===== src/rtl/pipe_ctrl_pkg.sv =====
// Shared types and constants for the pipeline hazard controller.
// Holds the sequencer state encoding and the default drain length.
package pipe_ctrl_pkg;

    localparam int REG_AW           = 5;
    localparam int DRAIN_CYCLES_DEF = 3;

    typedef enum logic [1:0] {
        ST_RUN      = 2'd0,
        ST_LSU_WAIT = 2'd1,
        ST_DRAIN    = 2'd2
    } state_e;

endpackage


===== src/rtl/pipe_hazard_ctrl_if.sv =====
// Bundle between the hazard controller and the pipeline datapath.
// master = hazard controller side, slave = pipeline/LSU side.
interface pipe_hazard_ctrl_if;

    logic [pipe_ctrl_pkg::REG_AW-1:0] id_rs1;
    logic [pipe_ctrl_pkg::REG_AW-1:0] id_rs2;
    logic                             id_rs1_used;
    logic                             id_rs2_used;
    logic                             id_serialize;
    logic [pipe_ctrl_pkg::REG_AW-1:0] ex_rd;
    logic                             ex_mem_ren;
    logic                             ex_redirect;
    logic                             mem_access;
    logic                             lsu_rsp_valid;

    logic                             lsu_req;
    logic                             pc_stall;
    logic                             stall_ifid;
    logic                             stall_idex;
    logic                             stall_exmem;
    logic                             stall_memwb;
    logic                             flush_ifid;
    logic                             flush_idex;
    logic                             flush_exmem;
    logic                             flush_memwb;

    modport master (
        input  id_rs1, id_rs2, id_rs1_used, id_rs2_used, id_serialize,
        input  ex_rd, ex_mem_ren, ex_redirect, mem_access, lsu_rsp_valid,
        output lsu_req, pc_stall,
        output stall_ifid, stall_idex, stall_exmem, stall_memwb,
        output flush_ifid, flush_idex, flush_exmem, flush_memwb
    );

    modport slave (
        output id_rs1, id_rs2, id_rs1_used, id_rs2_used, id_serialize,
        output ex_rd, ex_mem_ren, ex_redirect, mem_access, lsu_rsp_valid,
        input  lsu_req, pc_stall,
        input  stall_ifid, stall_idex, stall_exmem, stall_memwb,
        input  flush_ifid, flush_idex, flush_exmem, flush_memwb
    );

endinterface


===== src/rtl/pipe_loaduse_detect.sv =====
// Combinational load-use hazard compare between the EX load and the ID sources.
// x0 is never a real dependency, so a load to x0 never interlocks.
module pipe_loaduse_detect
    import pipe_ctrl_pkg::*;
(
    input  logic              ex_mem_ren,
    input  logic [REG_AW-1:0] ex_rd,
    input  logic [REG_AW-1:0] id_rs1,
    input  logic [REG_AW-1:0] id_rs2,
    input  logic              id_rs1_used,
    input  logic              id_rs2_used,
    output logic              load_use
);

    logic rs1_hit;
    logic rs2_hit;

    assign rs1_hit  = id_rs1_used && (id_rs1 == ex_rd);
    assign rs2_hit  = id_rs2_used && (id_rs2 == ex_rd);
    assign load_use = ex_mem_ren && (ex_rd != '0) && (rs1_hit || rs2_hit);

endmodule


===== src/rtl/pipe_hazard_ctrl.sv =====
// Central stall/flush sequencer for the 5-stage pipeline (load-use, redirect, LSU wait, drain).
// Optional build macro PIPE_PERF_CNT_EN adds saturating perf counters for stall/flush cycles.
module pipe_hazard_ctrl
    import pipe_ctrl_pkg::*;
#(
    parameter int DRAIN_CYCLES = DRAIN_CYCLES_DEF
`ifdef PIPE_PERF_CNT_EN
    ,
    parameter int PERF_W       = 32
`endif
) (
    input  logic                  clk,
    input  logic                  rst,
    pipe_hazard_ctrl_if.master    hz
`ifdef PIPE_PERF_CNT_EN
    ,
    output logic [PERF_W-1:0]     perf_lsu_stall,
    output logic [PERF_W-1:0]     perf_lu_stall,
    output logic [PERF_W-1:0]     perf_flush
`endif
);

    localparam int CNT_W = (DRAIN_CYCLES > 1) ? $clog2(DRAIN_CYCLES) : 1;
    localparam logic [CNT_W-1:0] CNT_LAST = CNT_W'(DRAIN_CYCLES - 1);

    state_e           state_q, state_d;
    logic [CNT_W-1:0] drain_cnt_q, drain_cnt_d;
    logic             drained_q, drained_d;

    logic load_use;
    logic lsu_req;
    logic mem_busy;
    logic redirect;
    logic lu_hit;
    logic drain_hold;
    logic drain_done;

    logic pc_stall;
    logic stall_ifid, stall_idex, stall_exmem;
    logic flush_ifid, flush_idex, flush_memwb;

    pipe_loaduse_detect u_loaduse (
        .ex_mem_ren  (hz.ex_mem_ren),
        .ex_rd       (hz.ex_rd),
        .id_rs1      (hz.id_rs1),
        .id_rs2      (hz.id_rs2),
        .id_rs1_used (hz.id_rs1_used),
        .id_rs2_used (hz.id_rs2_used),
        .load_use    (load_use)
    );

    // Every hazard term is gated by rst so all outputs drop in the reset cycle itself.
    assign lsu_req    = !rst && ((state_q == ST_LSU_WAIT) || hz.mem_access);
    assign mem_busy   = lsu_req && !hz.lsu_rsp_valid;
    assign redirect   = !rst && hz.ex_redirect && !mem_busy;
    assign lu_hit     = !rst && load_use && !mem_busy && !redirect;
    assign drain_hold = !rst && (state_q == ST_DRAIN) && !mem_busy && !redirect;
    assign drain_done = drain_hold && (drain_cnt_q == CNT_LAST);

    // NOTE: every signal written in an always_comb gets a default first, otherwise
    // a path that skips the assignment infers a latch.
    always_comb begin
        pc_stall    = 1'b0;
        stall_ifid  = 1'b0;
        stall_idex  = 1'b0;
        stall_exmem = 1'b0;
        flush_ifid  = 1'b0;
        flush_idex  = 1'b0;
        flush_memwb = 1'b0;
        if (mem_busy) begin
            pc_stall    = 1'b1;
            stall_ifid  = 1'b1;
            stall_idex  = 1'b1;
            stall_exmem = 1'b1;
            flush_memwb = 1'b1;
        end else if (redirect) begin
            flush_ifid  = 1'b1;
            flush_idex  = 1'b1;
        end else if (lu_hit || drain_hold) begin
            pc_stall    = 1'b1;
            stall_ifid  = 1'b1;
            flush_idex  = 1'b1;
        end
    end

    always_comb begin
        state_d     = state_q;
        drain_cnt_d = drain_cnt_q;
        drained_d   = drained_q;
        unique case (state_q)
            ST_RUN: begin
                if (mem_busy) begin
                    state_d = ST_LSU_WAIT;
                end else if (hz.id_serialize && !drained_q && !redirect) begin
                    state_d     = ST_DRAIN;
                    drain_cnt_d = '0;
                end
            end
            ST_LSU_WAIT: begin
                if (hz.lsu_rsp_valid) state_d = ST_RUN;
            end
            ST_DRAIN: begin
                // The count only advances in cycles where the LSU is not holding the pipe.
                if (redirect) begin
                    state_d = ST_RUN;
                end else if (drain_done) begin
                    state_d = ST_RUN;
                end else if (drain_hold) begin
                    drain_cnt_d = drain_cnt_q + 1'b1;
                end
            end
            default: state_d = ST_RUN;
        endcase

        // The drained flag exempts the serialising instr from re-draining until it leaves ID.
        if (drain_done) begin
            drained_d = 1'b1;
        end else if (flush_ifid || !stall_ifid) begin
            drained_d = 1'b0;
        end
    end

    // NOTE: sequential state uses non-blocking assignments so every flop samples
    // the pre-edge values regardless of process ordering.
    always_ff @(posedge clk) begin
        if (rst) begin
            state_q     <= ST_RUN;
            drain_cnt_q <= '0;
            drained_q   <= 1'b0;
        end else begin
            state_q     <= state_d;
            drain_cnt_q <= drain_cnt_d;
            drained_q   <= drained_d;
        end
    end

    assign hz.lsu_req     = lsu_req;
    assign hz.pc_stall    = pc_stall;
    assign hz.stall_ifid  = stall_ifid;
    assign hz.stall_idex  = stall_idex;
    assign hz.stall_exmem = stall_exmem;
    assign hz.stall_memwb = 1'b0;
    assign hz.flush_ifid  = flush_ifid;
    assign hz.flush_idex  = flush_idex;
    assign hz.flush_exmem = 1'b0;
    assign hz.flush_memwb = flush_memwb;

`ifdef PIPE_PERF_CNT_EN
    logic [PERF_W-1:0] perf_lsu_q, perf_lsu_d;
    logic [PERF_W-1:0] perf_lu_q,  perf_lu_d;
    logic [PERF_W-1:0] perf_fl_q,  perf_fl_d;

    // Counters stick at all-ones rather than wrapping.
    always_comb begin
        perf_lsu_d = perf_lsu_q;
        perf_lu_d  = perf_lu_q;
        perf_fl_d  = perf_fl_q;
        if (mem_busy && !(&perf_lsu_q)) perf_lsu_d = perf_lsu_q + 1'b1;
        if (lu_hit   && !(&perf_lu_q))  perf_lu_d  = perf_lu_q + 1'b1;
        if (redirect && !(&perf_fl_q))  perf_fl_d  = perf_fl_q + 1'b1;
    end

    always_ff @(posedge clk) begin
        if (rst) begin
            perf_lsu_q <= '0;
            perf_lu_q  <= '0;
            perf_fl_q  <= '0;
        end else begin
            perf_lsu_q <= perf_lsu_d;
            perf_lu_q  <= perf_lu_d;
            perf_fl_q  <= perf_fl_d;
        end
    end

    assign perf_lsu_stall = perf_lsu_q;
    assign perf_lu_stall  = perf_lu_q;
    assign perf_flush     = perf_fl_q;
`endif

endmodule


===== src/flat_wrapper.sv =====
// flat-port wrapper written by rule: the top's interface ports become plain ports
module pipe_hazard_ctrl_flat import pipe_ctrl_pkg::*;
#(
    parameter int DRAIN_CYCLES = DRAIN_CYCLES_DEF

)
  (clk, rst, hz_id_rs1, hz_id_rs2, hz_id_rs1_used, hz_id_rs2_used, hz_id_serialize, hz_ex_rd, hz_ex_mem_ren, hz_ex_redirect, hz_mem_access, hz_lsu_rsp_valid, hz_lsu_req, hz_pc_stall, hz_stall_ifid, hz_stall_idex, hz_stall_exmem, hz_stall_memwb, hz_flush_ifid, hz_flush_idex, hz_flush_exmem, hz_flush_memwb);
  pipe_hazard_ctrl_if hz_i ();
  input  logic clk;
  input  logic rst;
  input wire logic [$bits(hz_i.id_rs1)-1:0] hz_id_rs1;
  input wire logic [$bits(hz_i.id_rs2)-1:0] hz_id_rs2;
  input wire logic [$bits(hz_i.id_rs1_used)-1:0] hz_id_rs1_used;
  input wire logic [$bits(hz_i.id_rs2_used)-1:0] hz_id_rs2_used;
  input wire logic [$bits(hz_i.id_serialize)-1:0] hz_id_serialize;
  input wire logic [$bits(hz_i.ex_rd)-1:0] hz_ex_rd;
  input wire logic [$bits(hz_i.ex_mem_ren)-1:0] hz_ex_mem_ren;
  input wire logic [$bits(hz_i.ex_redirect)-1:0] hz_ex_redirect;
  input wire logic [$bits(hz_i.mem_access)-1:0] hz_mem_access;
  input wire logic [$bits(hz_i.lsu_rsp_valid)-1:0] hz_lsu_rsp_valid;
  output wire logic [$bits(hz_i.lsu_req)-1:0] hz_lsu_req;
  output wire logic [$bits(hz_i.pc_stall)-1:0] hz_pc_stall;
  output wire logic [$bits(hz_i.stall_ifid)-1:0] hz_stall_ifid;
  output wire logic [$bits(hz_i.stall_idex)-1:0] hz_stall_idex;
  output wire logic [$bits(hz_i.stall_exmem)-1:0] hz_stall_exmem;
  output wire logic [$bits(hz_i.stall_memwb)-1:0] hz_stall_memwb;
  output wire logic [$bits(hz_i.flush_ifid)-1:0] hz_flush_ifid;
  output wire logic [$bits(hz_i.flush_idex)-1:0] hz_flush_idex;
  output wire logic [$bits(hz_i.flush_exmem)-1:0] hz_flush_exmem;
  output wire logic [$bits(hz_i.flush_memwb)-1:0] hz_flush_memwb;
  assign hz_i.id_rs1 = hz_id_rs1;
  assign hz_i.id_rs2 = hz_id_rs2;
  assign hz_i.id_rs1_used = hz_id_rs1_used;
  assign hz_i.id_rs2_used = hz_id_rs2_used;
  assign hz_i.id_serialize = hz_id_serialize;
  assign hz_i.ex_rd = hz_ex_rd;
  assign hz_i.ex_mem_ren = hz_ex_mem_ren;
  assign hz_i.ex_redirect = hz_ex_redirect;
  assign hz_i.mem_access = hz_mem_access;
  assign hz_i.lsu_rsp_valid = hz_lsu_rsp_valid;
  assign hz_lsu_req = hz_i.lsu_req;
  assign hz_pc_stall = hz_i.pc_stall;
  assign hz_stall_ifid = hz_i.stall_ifid;
  assign hz_stall_idex = hz_i.stall_idex;
  assign hz_stall_exmem = hz_i.stall_exmem;
  assign hz_stall_memwb = hz_i.stall_memwb;
  assign hz_flush_ifid = hz_i.flush_ifid;
  assign hz_flush_idex = hz_i.flush_idex;
  assign hz_flush_exmem = hz_i.flush_exmem;
  assign hz_flush_memwb = hz_i.flush_memwb;
  pipe_hazard_ctrl #(.DRAIN_CYCLES(DRAIN_CYCLES)) u_core (.clk(clk), .rst(rst), .hz(hz_i));
endmodule

===== config.mk =====
export PLATFORM = sky130hd
export DESIGN_NAME = pipe_hazard_ctrl_flat
export DESIGN_NICKNAME = d
export VERILOG_FILES = /design/src/rtl/pipe_ctrl_pkg.sv /design/src/rtl/pipe_hazard_ctrl_if.sv /design/src/rtl/pipe_loaduse_detect.sv /design/src/rtl/pipe_hazard_ctrl.sv /design/src/flat_wrapper.sv
export SDC_FILE = /design/constraint.sdc
export NUM_CORES = 1
export LEC_CHECK = 0
export CORE_MARGIN = 2
export CORE_UTILIZATION = 37
export CTS_BUF_LIST = sky130_fd_sc_hd__clkbuf_4 sky130_fd_sc_hd__clkbuf_8 sky130_fd_sc_hd__clkbuf_16
export CTS_CLUSTER_DIAMETER = 80
export DETAILED_ROUTE_END_ITERATION = 10
export PLACE_DENSITY_LB_ADDON = 0.2
export RECOVER_POWER = 25
export SYNTH_ARGS = -nofsm -noshare
export SYNTH_HDL_FRONTEND = slang
export SYNTH_HIERARCHICAL = 1
export SYNTH_SLANG_ARGS = --single-unit
export TNS_END_PERCENT = 50

===== constraint.sdc =====
create_clock -name clk -period 2.5 [get_ports clk]
set_input_delay 0.5 -clock clk [delete_from_list [all_inputs] [get_ports clk]]
set_output_delay 0.5 -clock clk [all_outputs]
set_load 0.005 [all_outputs]

Word level (Yosys, flattened, before mapping)
Cells that the tools add are included.
- word-level logic and storage cells: 72
- register bits after elaboration: 5
- output and inout port bits: 10
- mux-type cells: 22
- eq/ne operators: 13
- reductions and logical operators: 33
- add/sub/neg operators: 1
- operators with widths (cell ; count):
    2-bit two-way mux ; 10
    1-bit logical AND ; 17
    5-bit equality test ; 2
    1-bit two-way mux ; 10
    2-bit inequality test (second input constant) ; 4
    1-bit logical NOT ; 6
    3-bit by 1-bit inequality test with 1-bit output (second input constant) ; 2
    2-bit one-hot mux with 3 select lines ; 1
    6-bit AND reduction ; 1
    5-bit nonzero test ; 1
    2-bit equality test (second input constant) ; 2
    1-bit logical OR ; 4
    2-bit by 1-bit inequality test with 1-bit output (second input constant) ; 2
    2-bit one-hot mux with 2 select lines ; 1
    2-bit nonzero test ; 2
    3-bit AND reduction ; 1
    2-bit by 1-bit adder with 2-bit output (second input constant) ; 1
    2-bit by 1-bit equality test with 1-bit output (second input constant) ; 1
    2-bit logical NOT ; 1

Longest topological paths before layout
Gate-level depths: netlist of the first run.
- depth after elaboration: 16
- mapped depth: 7
- mapped depth without buffers: 7

Modules after synthesis
Netlist of the first run, hierarchy kept.
- modules (own cells, without submodules) (module ; area each (um2) ; cells an instance ; times used):
    pipe_hazard_ctrl ; 451.7 ; 54 ; 1
    pipe_loaduse_detect ; 133.9 ; 17 ; 1

Worst setup path before layout of the first run
No wires, ideal clock.
- kind: input port to output port
- start: input port hz_ex_rd[0]
- end: output port hz_stall_ifid
- cell stages on the path: 6
- slack: 0.404 ns
- arrival time: 1.596 ns
- buffers on the path: 1
- data required time: 2.000 ns
- path through: or4_1 o21ai_1 a21oi_1 o21ai_0 o31ai_1 buf_4
- cells in the longest elaborated chain, start to end: 11
- elaborated cells between the ends (all ways): 15
- classes of those cells: eq/ne: 2; mux: 3; reduce/logical: 10
- RTL lines (element ; line ; RTL):
    start, declared ; flat_wrapper.sv:16 ; input wire logic [$bits(hz_i.ex_rd)-1:0] hz_ex_rd;
    5-bit equality test, on equally long branches ; pipe_loaduse_detect.sv:18, pipe_loaduse_detect.sv:19 ;
    1-bit logical AND, on equally long branches ; pipe_loaduse_detect.sv:18, pipe_loaduse_detect.sv:19 ;
    1-bit logical OR ; pipe_loaduse_detect.sv:20 ; assign load_use = ex_mem_ren && (ex_rd != '0) && (rs1_hit || rs2_hit);
    1-bit logical AND (*) ; pipe_loaduse_detect.sv:20 ;
    net u_core.load_use ; pipe_hazard_ctrl.sv:30 ; logic load_use;
    1-bit logical AND (*) (3 in series) ; pipe_hazard_ctrl.sv:56 ; assign lu_hit = !rst && load_use && !mem_busy && !redirect;
    1-bit logical OR (*) ; pipe_hazard_ctrl.sv:79 ; end else if (lu_hit || drain_hold) begin
    1-bit two-way mux (*) (3 in series) ; n/a ;
    end, declared ; flat_wrapper.sv:23 ; output wire logic [$bits(hz_i.stall_ifid)-1:0] hz_stall_ifid;
The timed path passes the listed nets; every way through them passes the cells marked *.

Worst setup path in the final report of the first run
- start: input port hz_ex_redirect
- end: output port hz_flush_ifid
- cells in the longest elaborated chain, start to end: 4
- RTL lines (element ; line ; RTL):
    start, declared ; flat_wrapper.sv:18 ; input wire logic [$bits(hz_i.ex_redirect)-1:0] hz_ex_redirect;
    1-bit logical AND (2 in series) ; pipe_hazard_ctrl.sv:55 ; assign redirect = !rst && hz.ex_redirect && !mem_busy;
    1-bit two-way mux ; pipe_hazard_ctrl.sv:76 ; end else if (redirect) begin
    1-bit two-way mux ; pipe_hazard_ctrl.sv:70 ; if (mem_busy) begin
    end, declared ; flat_wrapper.sv:27 ; output wire logic [$bits(hz_i.flush_ifid)-1:0] hz_flush_ifid;
Every way passes these cells.

==> results by group, run 1 <==
Synth
  • Synth top area share: 0.171
  • Yosys cell types: 34
  • #FFs+latches synth: 5
  • Number of flops mapped to enable cells by yosys: 0
  • Cells after synthesis: 71
  • Post-synthesis sequential area ratio: 0.171
  • Yosys top cell by area: dfxtp_1
  • Post-synth top flop: dfxtp_1
  • Synth area leaders: dfxtp_1 17%, xor2_1 12%, buf_4 9.0%
  • Ys Warns: 6
  • FFs w/ async S/R, synth: 0
  • Top cells by count, synth: 8 x xor2_1, 7 x buf_4, 5 x dfxtp_1
  • Cell Area, Synth: 586 um^2
  • Cell with the most instances after synthesis: xor2_1
  • Mean Syn Cell Area: 8.25 um^2

Clock tree
  • Clock-pin slew on the worst setup and hold paths: 40 ps
  • TritonCTS clock tree: done
  • CTS Buf Count: 3
  • Clk sink count: 5
  • Clk root buf: clkbuf_4
  • Clock Latency Late Sink: 240 ps
  • Clock Path Buffers: 2
  • H-tree depth: 1

Critical path
  • CP startpoint kind: input pin
  • CP Data Required Time: 2000 ps
  • CP cell instances: clkdlybuf4s50_1 -> nor2b_1 -> o311ai_1 -> inv_1 -> clkdlybuf4s50_1
  • Worst Path Max Fanout: 4
  • Largest stage delay on the critical path: 540 ps
  • Setup crit end kind: output pin
  • Critical Path Most Common Cell: clkdlybuf4s50_1
  • Crit path kind: in2out
  • Highest-delay cell along the critical path: clkdlybuf4s50_1
  • Worst EP arrival: 1950 ps

Power and ir drop
  • Clock share of power: 0.316
  • P_int: 0.233 mW
  • Psw: 0.0923 mW
  • P_leak: 0.478 nW
  • Peak VDD IR: 230 uV
  • Combinational power share: 0.403
  • Sw Ratio: 0.283
  • PwrDens: 331 nW/um^2
  • Seq pwr share: 0.281

Drt
  • Routed Wire Length: 1430 um
  • Post-DR vias/cell: 4.91
  • Vias: 614
  • DR DRC count: 0
  • Wire length per cell: 11.5 um
  • First DRT Iteration DRCs: 2
  • Detailed Routing Iterations Pass 1: 4
  • Antenna viol nets, final: 0

Die
  • Die height: 43.8 um
  • Starting Density: 0.393
  • Die width: 43.8 um
  • DIE AREA: 1920 um^2
  • # rows: 14
  • Core Box Area: 1490 um^2
  • IO Count: 34

Status
  • Status: finished, final reports clean

Global routing
  • GR Util All Layers: 0.162
  • Largest net degree at the start of global routing: 10
  • Antenna violations before repair: 0
  • Vias in the first global route: 607
  • Global-route wire length before repair: 2380 um
  • Total congestion overflow: 0

Flow run
  • Max cap viols: 0

Timing
  • RSZ-0062 raised after global routing: yes
  • Period Utilization, post-route: 0.979
  • Fin. Hold Viols: 0
  • Fmax: 409 MHz
  • Fin worst setup slack: 52.8 ps
  • Final worst path period need: 2450 ps
  • Final setup fails: 0
  • Clk_skew: 1.21 ps
  • Slew Viols, Final: 0
  • WHS: 459 ps

Layout
  • Fin cells: 125
  • Antenna cells: 0
  • # nets final: 135
  • Layout area overhead: 68.2%
  • Cell area after layout: 985 um^2
  • FILL cells: 137
  • Layout cell share with drive strength beyond 1: 0.321

Placed design
  • I/O Buffers: 31
  • Placed inst area: 937 um^2
  • GP Congestion: 0.764
  • DP HPWL: 1190 um
  • Pre-CTS setup slack: -546 ps
  • Cell Count Post-Placement: 121

Min path
  • Min-delay worst type: reg2reg
## power groups by stage
stage | combinational, mW | clock, mW | sequential, mW
finish | 0.131 | 0.103 | 0.0917
global placement | 0.134 | 0 | 0.0929
floorplan | 0.0718 | 0 | 0.0862
CTS | 0.132 | 0.107 | 0.0918
global route | 0.144 | 0.113 | 0.0924
detailed placement | 0.135 | 0 | 0.0932
## placed cells by master, fill, tap and decap left out, drive strengths merged, types with 2 or more instances in the layout
cell type | synthesis | final
nand3 | 2 | 2
xnor2 | 2 | 2
conb | 1 | 2
nor4 | 3 | 3
nand2b | 5 | 5
inv | 5 | 5
nor3 | 4 | 4
nor2 | 3 | 3
mux2i | 2 | 2
nor2b | 2 | 2
clkdlybuf4s50 | 0 | 16
o21ai | 2 | 2
clkbuf | 0 | 6
a31oi | 2 | 2
dlymetal6s2s | 0 | 7
dfxtp | 5 | 5
dlygate4sd2 | 0 | 3
xor2 | 8 | 8
nand2 | 2 | 2
buf | 8 | 13
a21oi | 4 | 4
## flip-flops by register name, summed over array words and instances (netlist names)
name and cells:
u_core/drain_cnt_q 2, u_core/drained_q 1, u_core/state_q 2
## metrics by stage
stage                     total power, mW  utilization  TNS, ps
after floorplan                     0.158            -        0
after global placement              0.227        0.629    -1420
after detailed placement            0.228        0.629    -1550
after CTS                           0.331        0.648    -69.2
after global routing                0.349        0.661    -44.3
final                               0.326        0.661        0
## area by class of cell
class	count	area, um^2	area share
Clock buffer	4	30.0	0.0305
Timing Repair Buffer	41	374	0.380
Sequential cell	5	100	0.102
Inverter	5	18.8	0.0191
Multi-Input combinational cell	54	442	0.449
Tap cell	16	20.0	0.0203
## cell families after synthesis
logic type,count (synthesis),share of synthesized area
AND/OR/NAND/NOR,24,0.261
AO/OA/AOI/OAI,14,0.201
buffers and inverters,13,0.130
XOR/XNOR,10,0.150
flip-flops,5,0.171
multiplexers,3,0.0598
adder cells (fa/ha/maj),1,0.0214
other,1,0.00640
## layer usage
metal	share of wire	GRT usage	vias to the layer above
li1	-	-	319
met4	0	0.0182	0
met5	0	0	-
met2	0.55	0.324	22
met3	0.074	0.0583	0
met1	0.37	0.160	273
## path summary, 6_finish.rpt
check | start | end | slack, ps | cells after the start
hold / removal | u_core/drained_q | u_core/drained_q | 460 | 1
hold reg to reg | u_core/drained_q | u_core/drained_q | 460 | 1
setup reg to reg | u_core/state_q[1] | u_core/drain_cnt_q[0] | 970 | 4
setup / recovery | hz_ex_redirect | hz_flush_ifid | 50 | 5
## critical path, delay by kind of cell
kind	cells	cell delay, ps
buffers and inverters	3	1100
AOI/OAI and AO/OA	1	150
and+or+nand+nor	1	200
## repair_timing
action / CTS / global route
setup buffers: 0 / 0
endpoints found under the setup margin: 3 / 7
hold buffers: 0 / 0
gates cloned: 0 / 0
pin swaps: 5 / 8
gates resized for setup: 20 / 15
(Power assumes the default switching activity.)
==> inputs of run 2 (changes only) <==
SETUP_SLACK_MARGIN = 0.15   (was unset)
==> results by group, run 2 (synthesized netlist as in run 1, its figures left out) <==
Status
  • Status: finished, final reports clean (unchanged)

Clock tree
  • Clock Latency Late Sink: 240 ps (about the same)
  • TritonCTS clock tree: done (unchanged)
  • Hold_buf cts: 0 (unchanged)
  • CTS Buf Count: 3 (unchanged)
  • H-tree depth: 1 (unchanged)
  • Clk sink count: 5 (unchanged)
  • Clock Path Buffers: 2 (unchanged)
  • Clock-pin slew on the worst setup and hold paths: 40 ps (about the same)
  • Clk root buf: clkbuf_4 (unchanged)
  • Post CTS Setup Buffer Count: 0 (unchanged)

Layout
  • Final core utilization: 0.639 (was 0.661)
  • Layout cell share with drive strength beyond 1: 0.413 (was 0.321)
  • Most common cell after layout, fill and taps aside: clkdlybuf4s50_1 (unchanged)
  • Fin cells: 125 (unchanged)
  • Top flop regs: u_core/drain_cnt_q: 2 flops, u_core/state_q: 2 flops, u_core/drained_q: 1 flops (unchanged)
  • Antenna cells: 0 (unchanged)
  • Layout area overhead: 62.6% (was 68.2%)
  • # nets final: 135 (unchanged)
  • Cell area after layout: 952 um^2 (was 985 um^2)
  • Most frequent cells in the layout: 11 x clkdlybuf4s50_1, 10 x buf_4, 7 x xor2_1 (was 16 x clkdlybuf4s50_1, 10 x buf_4, 8 x xor2_1)

Drt
  • Met1 Wirelength: 545 um (was 537 um)
  • Met2 Wirelength: 839 um (was 791 um)
  • Wire length per cell: 11.9 um (was 11.5 um)
  • Post-DR vias/cell: 4.90 (was 4.91)
  • Routed Wire Length: 1490 um (was 1430 um)
  • Top sig layer: met3 (unchanged)
  • Vias: 613 (was 614)
  • Antenna viol nets, final: 0 (unchanged)
  • Detailed Routing Iterations Pass 1: 2 (was 4)
  • First DRT Iteration DRCs: 2 (unchanged)
  • Metal3 WL: 108 um (was 106 um)
  • DR DRC count: 0 (unchanged)

Timing
  • Period Utilization, post-route: 0.944 (was 0.979)
  • RSZ-0062 raised after global routing: yes (unchanged)
  • Final worst path period need: 2360 ps (was 2450 ps)
  • Fmax: 424 MHz (was 409 MHz)
  • Fin. Hold Viols: 0 (unchanged)
  • WHS: 459 ps (about the same)
  • Clk_skew: 1.15 ps (was 1.21 ps)
  • Slew Viols, Final: 0 (unchanged)
  • Final setup fails: 0 (unchanged)
  • Setup TNS: 0 ps (unchanged)

Die
  • Core Box Area: 1490 um^2 (unchanged)
  • IO Count: 34 (unchanged)
  • Starting Density: 0.393 (unchanged)
  • Die width: 43.8 um (unchanged)
  • DIE AREA: 1920 um^2 (unchanged)
  • Die height: 43.8 um (unchanged)
  • # rows: 14 (unchanged)

Critical path
  • CP startpoint kind: input pin (unchanged)
  • Crit path kind: in2out (unchanged)
  • Setup crit end kind: output pin (unchanged)
  • Worst Path Max Fanout: 3 (was 4)
  • Worst EP arrival: 1860 ps (was 1950 ps)
  • CP Data Required Time: 2000 ps (about the same)

Power and ir drop
  • Peak VDD IR: 226 uV (was 230 uV)
  • P_leak: 0.433 nW (was 0.478 nW)
  • PwrDens: 340 nW/um^2 (was 331 nW/um^2)

Global routing
  • Antenna violations before repair: 0 (unchanged)
  • GR Util All Layers: 0.170 (was 0.162)
  • Total congestion overflow: 0 (unchanged)
  • Largest net degree at the start of global routing: 10 (unchanged)
  • Vias in the first global route: 622 (was 607)
  • Global-route wire length before repair: 2500 um (was 2380 um)

Placed design
  • GP Congestion: 0.764 (unchanged)
  • Placed inst area: 937 um^2 (unchanged)
  • DP HPWL: 1190 um (unchanged)
  • I/O Buffers: 31 (unchanged)
  • Cell Count Post-Placement: 121 (unchanged)

Flow run
  • Max cap viols: 0 (unchanged)

Min path
  • Min-delay worst type: reg2reg (unchanged)
## run 2: cell types whose count changed in the layout (fill, tap and decap cells not counted), sizes merged
cell           before  now
dlymetal6s2s        7    1
clkbuf              6   11
clkdlybuf4s50      16   11
clkdlybuf4s15       0    3
buf                13   15
dlygate4sd2         3    4
## run 2: through the flow
stage                     setup WS [ps]  total power [mW]
after global routing               60.4             0.346
final                               141             0.323
after global placement             -494             0.227
after detailed placement           -546             0.228
after CTS                           146             0.327
after floorplan                     404             0.158
## run 2: worst max-delay path, cell delays in order
cell	delay, ps
clkdlybuf4s50_1	470
clkbuf_1	210
nand2b_4	70
o311ai_1	90
inv_1	70
clkdlybuf4s50_1	440
## run 2: layer usage
layer	up-vias	GRT usage
met5	-	0
li1	316	-
met2	22	0.335
met4	0	0.0182
met3	0	0.0583
met1	275	0.175
## run 2: worst paths after layout
kind	from	end	slack, ps	depth (start not counted)
min	u_core/drained_q	u_core/drained_q	460	1
min reg2reg	u_core/drained_q	u_core/drained_q	460	1
max	hz_mem_access	hz_flush_ifid	140	6
max reg2reg	u_core/state_q[1]	u_core/drain_cnt_q[1]	990	4
## run 2: cell type report
| class | instances | area (um^2) |
|---|---|---|
| flip-flops and latches | 5 | 101 |
| repair buffers | 41 | 322 |
| well taps | 16 | 20.0 |
| inverters | 5 | 18.8 |
| multi-input cells | 54 | 460 |
| clock buffers | 4 | 30.0 |
| fillers | 144 | 537 |
## run 2: where the power goes
group          switching (mW)  internal [mW]
Combinational          0.0541         0.0742
Clock                  0.0322         0.0711
Sequential            0.00772         0.0841
Total                  0.0940          0.229
## run 2: repair_timing
item,CTS,global route
pin swaps,10,13
gates resized for setup,45,21
endpoints found under the hold margin,0,0
endpoints found under the setup margin,7,7
